===== src/rtl/mem_access_ctrl.sv =====
// rtl/mem_access_ctrl.sv - MEM-phase data-memory access sequencer with req/ack handshake
`timescale 1ns/1ps
module mem_access_ctrl #(
  parameter int TIMEOUT = 16,
  parameter int CNT_W   = 5
) (
  input  logic        clk,
  input  logic        rst,
  input  logic        start,
  input  logic [5:0]  opcode,
  input  logic [31:0] addr,
  input  logic [31:0] wdata,
  output logic        busy,
  output logic        done,
  output logic        err_adel,
  output logic        err_ades,
  output logic [31:0] rdata,
  output logic        mem_req,
  output logic        mem_we,
  output logic [3:0]  mem_be,
  output logic [29:0] mem_addr,
  output logic [31:0] mem_wdata,
  input  logic        mem_ack,
  input  logic [31:0] mem_rdata
);

  typedef enum logic [1:0] {IDLE, REQ, DONE, ERR} state_t;

  localparam logic [1:0] SZ_BYTE = 2'd0;
  localparam logic [1:0] SZ_HALF = 2'd1;
  localparam logic [1:0] SZ_WORD = 2'd2;

  state_t           state;
  logic [CNT_W-1:0] count;
  logic [1:0]       size_q;
  logic             signed_q;
  logic [1:0]       lane_q;

  logic        legal, is_load, is_signed, aligned;
  logic [1:0]  size_c;
  logic [3:0]  be_c;
  logic [31:0] wdata_c;
  logic [7:0]  byte_v;
  logic [15:0] half_v;
  logic [31:0] load_ext;

  assign busy = (state != IDLE);

  // Decode of the incoming request, only consumed in IDLE when start is sampled.
  always_comb begin
    legal     = 1'b1;
    is_load   = 1'b0;
    is_signed = 1'b0;
    size_c    = SZ_WORD;
    case (opcode)
      6'h23: is_load = 1'b1;
      6'h20: begin is_load = 1'b1; is_signed = 1'b1; size_c = SZ_BYTE; end
      6'h24: begin is_load = 1'b1; size_c = SZ_BYTE; end
      6'h21: begin is_load = 1'b1; is_signed = 1'b1; size_c = SZ_HALF; end
      6'h25: begin is_load = 1'b1; size_c = SZ_HALF; end
      6'h2b: size_c = SZ_WORD;
      6'h28: size_c = SZ_BYTE;
      6'h29: size_c = SZ_HALF;
      default: legal = 1'b0;
    endcase

    case (size_c)
      SZ_WORD: begin
        aligned = (addr[1:0] == 2'b00);
        be_c    = 4'b1111;
        wdata_c = wdata;
      end
      SZ_HALF: begin
        aligned = ~addr[0];
        be_c    = addr[1] ? 4'b1100 : 4'b0011;
        wdata_c = {2{wdata[15:0]}};
      end
      default: begin
        aligned = 1'b1;
        be_c    = 4'b0001 << addr[1:0];
        wdata_c = {4{wdata[7:0]}};
      end
    endcase
  end

  always_comb begin
    byte_v = mem_rdata[8*lane_q +: 8];
    half_v = lane_q[1] ? mem_rdata[31:16] : mem_rdata[15:0];
    case (size_q)
      SZ_WORD: load_ext = mem_rdata;
      SZ_HALF: load_ext = {{16{signed_q & half_v[15]}}, half_v};
      default: load_ext = {{24{signed_q & byte_v[7]}}, byte_v};
    endcase
  end

  always_ff @(posedge clk or negedge rst) begin
    if (!rst) begin
      state     <= IDLE;
      count     <= '0;
      size_q    <= SZ_BYTE;
      signed_q  <= 1'b0;
      lane_q    <= 2'b00;
      done      <= 1'b0;
      err_adel  <= 1'b0;
      err_ades  <= 1'b0;
      rdata     <= '0;
      mem_req   <= 1'b0;
      mem_we    <= 1'b0;
      mem_be    <= '0;
      mem_addr  <= '0;
      mem_wdata <= '0;
    end else begin
      done     <= 1'b0;
      err_adel <= 1'b0;
      err_ades <= 1'b0;
      case (state)
        IDLE: if (start) begin
          size_q    <= size_c;
          signed_q  <= is_signed;
          lane_q    <= addr[1:0];
          count     <= '0;
          mem_addr  <= addr[31:2];
          mem_wdata <= wdata_c;
          mem_be    <= be_c;
          mem_we    <= ~is_load;
          if (legal && aligned) begin
            state   <= REQ;
            mem_req <= 1'b1;
          end else begin
            // Illegal opcodes report on the store-side flag.
            state    <= ERR;
            done     <= 1'b1;
            err_adel <= legal & is_load;
            err_ades <= ~(legal & is_load);
          end
        end
        REQ: begin
          if (mem_ack) begin
            state   <= DONE;
            mem_req <= 1'b0;
            done    <= 1'b1;
            if (!mem_we) rdata <= load_ext;
          end else if (count == CNT_W'(TIMEOUT - 1)) begin
            state    <= ERR;
            mem_req  <= 1'b0;
            done     <= 1'b1;
            err_adel <= ~mem_we;
            err_ades <= mem_we;
          end else begin
            count <= count + 1'b1;
          end
        end
        DONE:    state <= IDLE;
        ERR:     state <= IDLE;
        default: state <= IDLE;
      endcase
    end
  end

endmodule


===== config.mk =====
export PLATFORM = sky130hd
export DESIGN_NAME = mem_access_ctrl
export DESIGN_NICKNAME = d
export VERILOG_FILES = /design/src/rtl/mem_access_ctrl.sv
export SDC_FILE = /design/constraint.sdc
export NUM_CORES = 1
export LEC_CHECK = 0
export BUFFER_PORTS_ARGS = -buffer_cell sky130_fd_sc_hd__buf_2
export CAP_MARGIN = 5
export CELL_PAD_IN_SITES_DETAIL_PLACEMENT = 0
export CELL_PAD_IN_SITES_GLOBAL_PLACEMENT = 2
export CORE_ASPECT_RATIO = 1.4
export CORE_MARGIN = 1
export CORE_UTILIZATION = 28
export CTS_BUF_LIST = sky130_fd_sc_hd__clkbuf_4 sky130_fd_sc_hd__clkbuf_8 sky130_fd_sc_hd__clkbuf_16
export DETAILED_ROUTE_END_ITERATION = 7
export PLACE_DENSITY_LB_ADDON = 0.1
export SLEW_MARGIN = 10
export SYNTH_ARGS = -nofsm -noshare
export SYNTH_HDL_FRONTEND = slang
export SYNTH_SLANG_ARGS = --single-unit

===== constraint.sdc =====
create_clock -name clk -period 2.2 [get_ports clk]
set_input_delay 0.22 -clock clk [delete_from_list [all_inputs] [get_ports clk]]
set_output_delay 0.22 -clock clk [all_outputs]
set_load 0.005 [all_outputs]

# --- Word level (Yosys, flattened, before mapping) ---
# Cells that the tools add are included.
word_totals:
  elab_cells: 100
  register_bits: 115
  output_inout_bits: 104
  in_bits: 106
op_classes:
  shifts: 2
  n_eq_ne: 21
  n_addsub: 1
  bitwise_logic: 7
  reduce_logical: 16
  mux: 39
op_table:
  columns: ["cell", "count"]
  rows:
  - ["32-bit one-hot mux with 2 select lines", 2]
  - ["6-bit == test (second input constant)", 8]
  - ["32-bit by 6-bit indexed part select with 8-bit output", 1]
  - ["1-bit two-way mux", 19]
  - ["16-bit two-way mux", 1]
  - ["5-bit two-way mux", 3]
  - ["1-bit one-hot mux with 2 select lines", 5]
  - ["5-bit one-hot mux with 2 select lines", 1]
  - ["2-bit == test (second input constant)", 4]
  - ["2-bit two-way mux", 4]
  - ["2-bit != test (second input constant)", 4]
  - ["4-bit one-hot mux with 2 select lines", 1]
  - ["4-bit AND reduction", 2]
  - ["8-bit OR reduction", 1]
  - ["2-bit by 1-bit == test with 1-bit output (second input constant)", 3]
  - ["2-bit one-hot mux with 3 select lines", 1]
  - ["3-bit OR reduction", 2]
  - ["5-bit by 1-bit adder with 5-bit output (second input constant)", 1]
  - ["5-bit by 4-bit == test with 1-bit output (second input constant)", 1]
  - ["5-bit OR reduction", 1]
  - ["2-bit logical NOT", 2]
  - ["4-bit two-way mux", 1]
  - ["1-bit NOT", 4]
  - ["2-bit one-hot mux with 2 select lines", 1]
  - ["other kinds (8)", 13]

# --- Longest topological paths before layout ---
depth:
  ltp_word: 9
  depth_mapped: 8
  ltp_nobuf: 7

# --- Worst setup path before layout ---
# Ideal clock, no wire load.
synth_timing:
  path_type: "register to register"
  startpoint: "register count[0]"
  endpoint: "register count[2]"
  stages_incl_launch_ff: 8
  setup_slack_ps: 324
  synth_period_minus_slack_ps: 1876
  n_path_buf: 0
  arrival_time_ps: 1751
  required_ps: 2075
  setup_ps: 125
  path_cell_list: "dfrtp_1 -> ha_1 -> and3_1 -> ha_1 -> or3b_1 -> a21o_1 -> o21ai_1 -> o21ai_1"
synth_between:
  elab_chain_len: 4
  elab_cells_between_ends: 7
  classes_between: "add/sub (1); eq/ne (2); mux (3); reduce/logical (1)"
synth_lines:
  columns: ["item", "line_no", "rtl"]
  rows:
  - ["start, declared", "34", "logic [CNT_W-1:0] count;"]
  - ["start signal, assigned", "150", "count <= count + 1'b1;"]
  - ["5-bit by 1-bit adder with 5-bit output", "150", null]
  - ["5-bit two-way mux", "143", "end else if (count == CNT_W'(TIMEOUT - 1)) begin"]
  - ["5-bit two-way mux", "138", "if (mem_ack) begin"]
  - ["5-bit one-hot mux with 2 select lines", "116", "case (state)"]
# Several ways; a longest one is shown, not always the timed one. The select of a mux whose other input is x is not followed.
# A chain may end at the register's enable or synchronous reset.

# --- Final worst setup path ---
# Same ends and word-level chain as after synthesis.

==> flow_summary.ini <==
[run_status]
outcome = complete, no violations

[pwr]
p_int_w = 0.00668
vdd_drop_max_uv = 444
p_leak_nw = 3.82
p_total_w = 0.0101
clockPowerShare_pct = 29.2
p_sw_w = 0.00342
cellPowerDensity_mw_per_mm2 = 1340
swShare_pct = 33.8
seqPwrFrac_pct = 36.0
combPwrFrac_pct = 34.8

[synthesis]
ys_seq_elements = 115
synthArstFlopShare_pct = 100
synth.avg_cell_area_um2 = 9.57
yosysWarnings = 0
syn_nets = 676
ys.flop_type = dfrtp_1
synth_edf_count = 0
postSynthCellCount = 566
syn-cell-area_mm2 = 0.00542
yosysSeqAreaShare_pct = 53.1
synth_cell_types = 54

[route]
via_count = 4871
routed_wl_um = 17200
viasPerCell = 4.63
first_pass_iters = 4
wl_per_cell_um = 16.4
drt_iter0_drc = 238
drc = 0
antenna_left = 0

[cells_and_area]
finish.instance_area_mm2 = 0.00757
synthToLayoutAreaGrowth_pct = 39.6
diodes = 0
utilization_pct = 40.4
num-fill-cells = 1974
nets = 907
layout-drive-gt1-share_pct = 34.9

[clock_network]
cts_resized = 0
cts_max_path_buffers = 2
htreeDepth = 4
path_clk_slew_ns = 0.06
cts-root-buf = clkbuf_16
clk_latency_ns = 0.41
cts_tree = done
clkSinkCount = 115
cts_buffers = 17

[placement]
place_congestion = 0.768
io_buffers = 209
pre_cts_slack_ns = 0.162
post_dp_cell_area_mm2 = 0.00668
hpwl_um = 12600

[timing]
tns_ns = 0
slew_headroom_pct = 60.5
max_freq_mhz = 487
setup_ws_ns = 0.146
setup_viol = 0
skew_ns = 0.00720
hold_viol = 0
worstMarginPinSlew_ns = 0.593
fin_crit_sh_pct = 93.3
report.final.slew_viol_count = 0
rsz0062_at_grt = no
fin_crit_ns = 2.05

[grt]
grt_first_pass_wirelength_um = 27300
antenna_found_initial = 0
grt_max_degree = 71
grt_use_total_pct = 17.8
grt_overflow = 0
first_global_vias = 5133

[floorplanning]
die_x_um = 120
die-area_mm2 = 0.0199
num_io_pins = 210
die_h_um = 167
start_util_pct = 28.9
coreArea_mm2 = 0.0188
row_count = 59

[critical_path]
cpMaxStageDelayCell = dfrtp_1
worstPathMaxFanout = 7
start_kind = flip-flop
crit_chain = ha_1, and3_1, ha_1, or3b_1, a21o_1, o21ai_1, o21ai_1
critical_path_required_ns = 2.48
critical_path_class = flip-flop to flip-flop
cp.arrival_ns = 2.34
crit_buf_inv = 0
cpPeakStageDelay_ns = 0.41
crit_family = simple AND/OR/NAND/NOR gates
endpoint_kind = flip-flop

[hold_path]
worstHoldPathType = primary input to flip-flop

[job]
drv_cap = 0
==> placed cells by master, fill, tap and decap left out, drive strengths merged, types with 4 or more instances in the layout <==
| cell type | netlist | layout |
|---|---|---|
| mux2 | 9 | 9 |
| a222oi | 7 | 7 |
| ha | 4 | 4 |
| dfrtp | 115 | 115 |
| a22oi | 8 | 8 |
| bufinv | 0 | 4 |
| o22a | 8 | 8 |
| clkbuf | 13 | 21 |
| nand3 | 13 | 13 |
| nand2 | 171 | 171 |
| nor2 | 55 | 55 |
| nand2b | 9 | 9 |
| inv | 6 | 6 |
| mux2i | 16 | 16 |
| buf | 25 | 224 |
| o21ai | 25 | 25 |
| dlygate4sd3 | 0 | 26 |
| a21oi | 21 | 21 |
| clkinv | 0 | 5 |
| a31oi | 28 | 28 |
==> flip-flops by register name, indices dropped and copies added (netlist names) <==
| name | cells |
|---|---|
| mem_addr | 30 |
| lane_q | 2 |
| state | 2 |
| mem_wdata | 32 |
| err_ades | 1 |
| mem_be | 4 |
| mem_we | 1 |
| err_adel | 1 |
| size_q | 2 |
| count | 5 |
| done | 1 |
| mem_req | 1 |
| signed_q | 1 |
| rdata | 32 |
==> Yosys cell counts, types with 2 or more instances <==
cell type / count / area, um2
nor2_1: 55 / 206
buf_6: 6 / 67.6
nor2b_1: 2 / 12.5
a31oi_2: 10 / 125
buf_8: 2 / 30.0
nand3b_1: 2 / 15.0
and3_1: 3 / 18.8
o21ai_0: 11 / 55.1
nand3_1: 13 / 65.1
a22oi_1: 8 / 60.1
or4_1: 2 / 15.0
mux2_2: 5 / 56.3
buf_2: 14 / 70.1
o22a_1: 8 / 70.1
o21ai_1: 13 / 65.1
mux2_4: 3 / 45.0
ha_1: 4 / 50.1
inv_1: 6 / 22.5
a222oi_1: 7 / 70.1
mux2i_1: 16 / 160
clkbuf_1: 12 / 45.0
a21oi_1: 21 / 105
nand2b_1: 9 / 56.3
buf_12: 2 / 40.0
o32ai_1: 2 / 17.5
a31oi_1: 18 / 113
dfrtp_1: 115 / 2880
nand2_1: 171 / 642
==> worst paths after layout <==
check	cells past startpoint	startpoint	slack, ns	end
max	7	count[0]	0.15	count[2]
min	3	addr[15]	0.01	mem_addr[13]
max reg2reg	7	count[0]	0.15	count[2]
min reg2reg	2	mem_addr[2]	0.46	mem_addr[2]
max in group asynchronous	3	rst	1.25	mem_wdata[21]
min in group asynchronous	2	rst	0.29	mem_addr[1]
==> per-stage QoR <==
stage,hold WS (ns),instances
floorplan,-0.0756,566
global placement,0.184,996
finish,0.0120,1053
detailed placement,0.186,996
global route,0.0104,1053
CTS,0.00139,1053
==> cells by family (layout without fill, tap and decap cells) <==
family	after synthesis	in the layout	share of synthesized area [%]
mux	25	25	5.03
buf+inv	44	287	5.47
xor+xnor	1	1	0.162
fa+ha+maj	4	4	0.924
flops	115	115	53.1
compound gates	109	109	14.7
simple gates	268	268	20.6
==> power by group through the flow <==
stage	registers (W)	clock network (W)	logic [W]
finish	0.00364	0.00295	0.00351
global route	0.00378	0.00313	0.00396
CTS	0.00366	0.00303	0.00361
detailed placement	0.00368	0	0.00357
global placement	0.00364	0	0.00353
floorplan	0.00367	0	0.00193
==> metal layers <==
layer	wire length [um]	vias up	part of all wire (%)	global-route usage (%)
li1	-	2382	-	-
met2	9260	144	54	32.3
met3	1070	14	6.2	5.34
met1	6700	2331	39	19.5
met4	222	0	1.3	5.82
met5	0	-	0	0
==> cell type report <==
cell class | count | area (um2) | share of cell area, %
sequential | 115 | 2880 | 38.0
clock inverter | 10 | 156 | 2.07
tap | 244 | 305 | 4.04
inverter | 6 | 22.5 | 0.298
timing repair buffer | 250 | 1480 | 19.6
multi-input combinational | 407 | 2250 | 29.8
clock buffer | 21 | 468 | 6.18
==> worst reg2reg max path, cell delays in order, from the launching register on <==
cell and delay [ns]:
dfrtp_1 0.41, ha_1 0.24, and3_1 0.19, ha_1 0.22
or3b_1 0.36, a21o_1 0.26, o21ai_1 0.18, o21ai_1 0.09
==> repair_timing <==
item | 4_1_cts | 5_1_grt
endpoints found under the hold margin | 49 | 0
hold buffers | 26 | 0
buffers inserted | 0 | 0
Note: power is estimated with default switching activity, not from simulation.
